### src/rtl/pipe_pkg.sv
// pipe_pkg: pipeline control FSM state type and default redirect width
package pipe_pkg;
   typedef enum logic [1:0] {RUN, DRAIN, FLUSH} pipe_state_e;
   localparam int ADDR_W_DEF = 32;
endpackage

### src/rtl/pipe_stall_enc.sv
// pipe_stall_enc: thermometer encoder, every stage at or below the highest request holds
module pipe_stall_enc #(
   parameter int NUM_STAGES = 6
) (
   input  logic [NUM_STAGES-1:0] req_i,
   output logic [NUM_STAGES-1:0] therm_o
);
   logic acc;
   always_comb begin
      therm_o = '0;
      acc = 1'b0;
      for (int i = NUM_STAGES - 1; i >= 0; i--) begin
         acc = acc | req_i[i];
         therm_o[i] = acc;
      end
   end
endmodule

### src/rtl/pipe_ctrl.sv
// pipe_ctrl: stall/flush controller with exception redirect.
// Optional stall watchdog enabled by defining PIPE_CTRL_WATCHDOG_EN.
module pipe_ctrl
   import pipe_pkg::*;
#(
   parameter int NUM_STAGES = 6,
   parameter int ADDR_W     = ADDR_W_DEF,
   parameter int WDT_LIMIT  = 1023
) (
   input  logic                  clk,
   input  logic                  rst,
   input  logic [NUM_STAGES-1:0] stallreq_i,
   input  logic                  bus_busy_i,
   input  logic                  except_valid_i,
   input  logic [ADDR_W-1:0]     except_pc_i,
   output logic [NUM_STAGES-1:0] stall_o,
   output logic                  flush_o,
   output logic [ADDR_W-1:0]     new_pc_o,
   output logic                  wdt_timeout_o
);
   pipe_state_e           state_q, state_d;
   logic [ADDR_W-1:0]     pc_q, pc_d;
   logic [NUM_STAGES-1:0] therm;

   pipe_stall_enc #(.NUM_STAGES(NUM_STAGES)) u_enc (.req_i(stallreq_i), .therm_o(therm));

   // Only RUN accepts an exception, so the first one's target is kept through DRAIN/FLUSH
   always_comb begin
      pc_d    = (state_q == RUN && except_valid_i) ? except_pc_i : pc_q;
      state_d = (state_q == FLUSH) ? RUN
              : (state_q == DRAIN || except_valid_i) ? (bus_busy_i ? DRAIN : FLUSH)
              : RUN;
   end

   always_ff @(posedge clk) begin
      if (rst) begin
         state_q <= RUN;
         pc_q    <= '0;
      end else begin
         state_q <= state_d;
         pc_q    <= pc_d;
      end
   end

   assign stall_o  = rst ? '0 : (state_q == DRAIN) ? '1 : (state_q == FLUSH) ? '0 : therm;
   assign flush_o  = !rst && state_q == FLUSH;
   assign new_pc_o = rst ? '0 : pc_q;

`ifdef PIPE_CTRL_WATCHDOG_EN
   localparam int CW = $clog2(WDT_LIMIT + 1);
   localparam logic [CW-1:0] LIM = CW'(WDT_LIMIT);
   logic [CW-1:0] cnt_q, cnt_d;
   logic          wdt_q;
   assign cnt_d = !stall_o[0] ? '0 : (cnt_q == LIM) ? cnt_q : cnt_q + 1'b1;
   always_ff @(posedge clk) begin
      if (rst) begin
         cnt_q <= '0;
         wdt_q <= 1'b0;
      end else begin
         cnt_q <= cnt_d;
         wdt_q <= wdt_q | (cnt_d == LIM);
      end
   end
   assign wdt_timeout_o = wdt_q;
`else
   assign wdt_timeout_o = 1'b0;
`endif
endmodule

### config.mk
export PLATFORM = sky130hd
export DESIGN_NAME = pipe_ctrl
export DESIGN_NICKNAME = d
export VERILOG_FILES = /design/src/rtl/pipe_pkg.sv /design/src/rtl/pipe_stall_enc.sv /design/src/rtl/pipe_ctrl.sv
export SDC_FILE = /design/constraint.sdc
export NUM_CORES = 1
export LEC_CHECK = 0
export BUFFER_PORTS_ARGS = -buffer_cell sky130_fd_sc_hd__buf_2
export CORE_UTILIZATION = 44
export DETAILED_ROUTE_END_ITERATION = 10
export GPL_ROUTABILITY_DRIVEN = 0
export PLACE_DENSITY_LB_ADDON = 0.3
export SYNTH_ARGS = -nofsm -noshare
export SYNTH_HDL_FRONTEND = slang
export SYNTH_SLANG_ARGS = --single-unit
### constraint.sdc
create_clock -name clk -period 2.05 [get_ports clk]
set_clock_uncertainty 0.2 [all_clocks]
set_input_delay 0.5125 -clock clk [delete_from_list [all_inputs] [get_ports clk]]
set_output_delay 0.5125 -clock clk [all_outputs]
set_load 0.02 [all_outputs]
Word level (Yosys, flattened, before mapping)
Cells that the tools add are included.
Operators by class
  mux-type cells: 5
  reductions and logical operators: 6
  eq/ne operators: 2
  bitwise logic cells: 6
Operator list (number)
  32-bit 2-to-1 mux: 1
  6-bit 2-to-1 mux: 3
  1-bit OR: 5
  3-bit OR reduction: 1
  2-bit by 1-bit == test with 1-bit output (second input constant): 1
  2-bit == test (second input constant): 1
  1-bit logical AND: 2
  2-bit logical NOT: 1
  2-bit 2-to-1 mux: 1
  1-bit logical NOT: 1
  1-bit logical OR: 1
  1-bit inverter: 1
Word-level totals
  output and inout bits: 40
  bits of input ports: 42
  logic and storage cells: 21
  bits in registers: 34

Depth between registers and ports, before layout
  depth in word-level cells: 8
  depth in mapped cells: 5
  mapped depth without buffers: 3

Hierarchy
Synthesis repeated with hierarchy kept, for this count alone.
Unflattened totals
  cell total of the unflattened synthesis: 209
  area, all modules: 1550.2 um2
By module, submodules not included
  pipe_ctrl: cells each 202, sequential area each 680.7 um2, area an instance 1497.7 um2, instances 1
  pipe_stall_enc: cells each 7, sequential area each 0.0 um2, area an instance 52.6 um2, instances 1

Least setup slack after synthesis
No wires, ideal clock.
  kind: input to output
  from: in rst
  to: out stall_o[2]
  slack: 0.070 ns
  stages on the path: 3
  arrival time: 1.267 ns
  data required time: 1.337 ns
  path buffers: 2
  cells stage by stage: clkbuf_1 clkbuf_1 o22ai_1
On the way
  longest elaborated chain between the ends: 1
RTL lines
  start: declaration: RTL line pipe_ctrl.sv:11  | input logic rst,
  6-bit 2-to-1 mux: RTL line pipe_ctrl.sv:45  | assign stall_o = rst ? '0 : (state_q == DRAIN) ? '1 : (state_q == FLUSH) ? '0 : therm;
  end: declaration: RTL line pipe_ctrl.sv:16  | output logic [NUM_STAGES-1:0] stall_o,
Every way passes these cells.

Worst setup path after layout
  from: reg state_q[0]
  to: out stall_o[1]
On the way
  longest elaborated chain between the ends: 4
  elaborated cells between the ends (all ways): 5
  those cells by class: eq/ne: 2; mux: 3
RTL lines
  start: declaration: RTL line pipe_ctrl.sv:21  | pipe_state_e state_q, state_d;
  start signal: assignment: RTL line pipe_ctrl.sv:40  | state_q <= state_d;
  2-bit == test: RTL line pipe_ctrl.sv:45
  6-bit 2-to-1 mux: RTL line pipe_ctrl.sv:45
  6-bit 2-to-1 mux * (2 in series): RTL line pipe_ctrl.sv:45
Every way passes the cells marked *; elsewhere a longest branch is shown, timed or not.

==> summary.txt <==
Die Area = 0.003656 mm^2
cell taking the most area after synthesis = dfxtp_1
Comb power frac = 19.5%
simple logic cell fraction of the synthesized area = 33.94%
flops & latches, synth = 34
worst path bufs/invs = 1
io pins = 82
Pint = 1.057 mW
fin area = 0.002081 mm^2
routed vias/inst = 4.564
fillcell total = 303
Post-Synth Adder-Cell Area = 0%
RSZ-0062 raised after global routing = yes
most frequent cells in the layout = buf_2 (78), nand2_1 (65), a21oi_1 (35)
Placement Cell Area = 0.001947 mm^2
slowest CP cell = dfxtp_4
Top Usage Layer GRT = met2
cell chosen for the clock root = clkbuf_4
crit path launch = state_q[0]
Critical Path, Cell by Cell = nand2b_4, nand2b_1, a31oi_1, buf_2
Placeable Area = 0.003153 mm^2
met3 usage = 5.330%
Max rail drop VDD = 0.0004061 V
sequential share of the synthesized area = 45.26%
vias in the first global route = 1227
# clock sinks = 34
Worst Path Required = 1.34 ns
synth unique cells = 22
Die H = 60.47 um
Clock transition at path regs = 0.10 ns
# setup viols final = 0
clk buf depth = 2
pin count of the biggest net entering global routing = 36
Post-Synthesis Cells = 200
Initial Utilization = 47.70%
sequential share of power = 49.5%
CP max stage delay = 0.37 ns
IO buf count = 80
TritonCTS clock tree = done
initial antenna violation count = 0
ant diodes = 0
Final WS setup = 0.02009 ns
Crit. End Element = output pin
Routed Antenna Nets = 0
Hold Path Origin = bus_busy_i
minimum clock period = 2.030 ns
grt met2 use = 29.98%
multi-input logic area = 764.5 um^2
DRT Pass-1 Iters = 4
Clk Latency, worst-skew pair = 0.33 ns
Ys Warns = 0
layout cell share with drive strength beyond 1 = 36.88%
Slew Viols, Final = 0
CTS buffer count = 5
Initial DRC Count = 59
routed len/inst = 9.942 um
WL final = 3241 um
largest cells by area after synthesis = dfxtp_1 (45%), nand2_1 (16%), nor2b_1 (13%), a21oi_1 (12%), buf_6 (2.2%)
Post-Synth XOR/XNOR Area = 0%
clock share of power = 31.0%
first-pass GRT wire length = 4905 um
register-to-register setup slack = 0.50 ns
row cnt = 20
CP delay by family, top = flip-flops
Max Cap Violations = 0
Tot GR Track Use = 18.30%
final hold violations = 0
nets = 323
Area Growth Syn to Fin = 38.35%
pwr/cell area = 696.9 mW/mm^2
DP HPWL = 2267 um
Max Fclk = 492.6 MHz
Die Wd = 60.47 um
critical path class = reg -> out
CP arrival = 1.32 ns
Cells after DPL = 316
# DRC = 0
crit path launch type = flip-flop
fin crit share = 99.02%
Hold Crit Class = in -> reg
Register Area = 685.7 um^2
Syn Area/Cell = 7.520 um^2
leakage power = 1.004 nW
multiplexer share of the synthesized area = 0%
htree depth = 2
grt total ovfl = 0
FF-to-FF Start = state_q[0]
largest family of logic cells by synthesized area = simple AND/OR/NAND/NOR gates
status = complete, no violations
number of hold buffers added after cts = 0
worst slack, placed = -0.04194 ns
Post-Synthesis Net Count = 242
Util after Layout = 65.99%
Synth top area share = 45.26%
most common cell after layout, fill and taps aside = buf_2
Setup TNS Final = 0 ns
via count = 1488
synthesized area = 0.001504 mm^2
P_sw = 392.7 uW
Sw Ratio = 27.08%
met1 Use GR = 21.30%
Cell Count, Final, Fillers Out = 326
complex-gate fraction of the synthesized area = 14.23%
worst-path maximum fanout = 6
state kept, by name (all words and copies together), names as in the netlist:
| signal | cells |
|---|---|
| pc_q | 32 |
| state_q | 2 |
what timing repair did:
action	in CTS	in global routing
pin swaps	0	1
cloned	0	0
setup buffers	2	0
setup endpoints to repair	6	4
gates resized for setup	7	4
layer usage:
| layer | wire [um] | vias up |
|---|---|---|
| met1 | 1515 | 625 |
| met2 | 1443 | 57 |
| met4 | 50 | 0 |
| met5 | 0 | - |
| li1 | - | 799 |
| met3 | 232 | 7 |
worst paths after layout:
check / end / depth (start not counted)
worst min register to register: pc_q[30] / 2
worst max register to register: pc_q[5] / 5
worst min-delay path: state_q[1] / 2
worst max-delay path: stall_o[1] / 4
Yosys cell counts:
cell type / instances
a21boi_1: 1
a21oi_1: 35
a31oi_1: 2
buf_2: 4
buf_4: 1
buf_6: 3
clkbuf_1: 8
conb_1: 1
dfxtp_1: 34
inv_1: 1
nand2_1: 65
nand2b_1: 3
nor2_1: 2
nor2b_1: 32
nor3_1: 1
nor3b_1: 1
nor3b_2: 1
nor4_1: 1
o21ai_0: 1
o22ai_1: 1
o31ai_1: 1
or3b_1: 1
metrics by stage:
| stage | hold WS (ns) | power, mW |
|---|---|---|
| floorplan | 0.2318 | 0.9105 |
| global placement | 0.2377 | 1.003 |
| detailed placement | 0.2418 | 1.007 |
| CTS | 0.1229 | 1.464 |
| global route | 0.1095 | 1.527 |
| finish | 0.1286 | 1.450 |
kinds of logic (layout without fill, tap and decap cells):
kind of cell           count (synthesis)  in the layout
AO/OA/AOI/OAI                         41             41
buffers and inverters                 17             99
flip-flops                            34             34
other                                  1              1
AND/OR/NAND/NOR                      107            107
layout make-up:
cell class / instances / share of cell area [%]
well taps: 44 / 2.646
flip-flops and latches: 34 / 32.95
multi-input cells: 149 / 36.74
clock buffers: 8 / 3.788
repair buffers: 90 / 23.69
inverters: 1 / 0.1804
power by group through the flow:
| stage | logic, mW | registers, mW | clock network (mW) |
|---|---|---|---|
| floorplan | 0.181 | 0.730 | 0 |
| global placement | 0.271 | 0.732 | 0 |
| detailed placement | 0.273 | 0.734 | 0 |
| CTS | 0.281 | 0.718 | 0.464 |
| global route | 0.312 | 0.725 | 0.490 |
| finish | 0.283 | 0.718 | 0.449 |
Note: power is estimated with default switching activity, not from simulation.
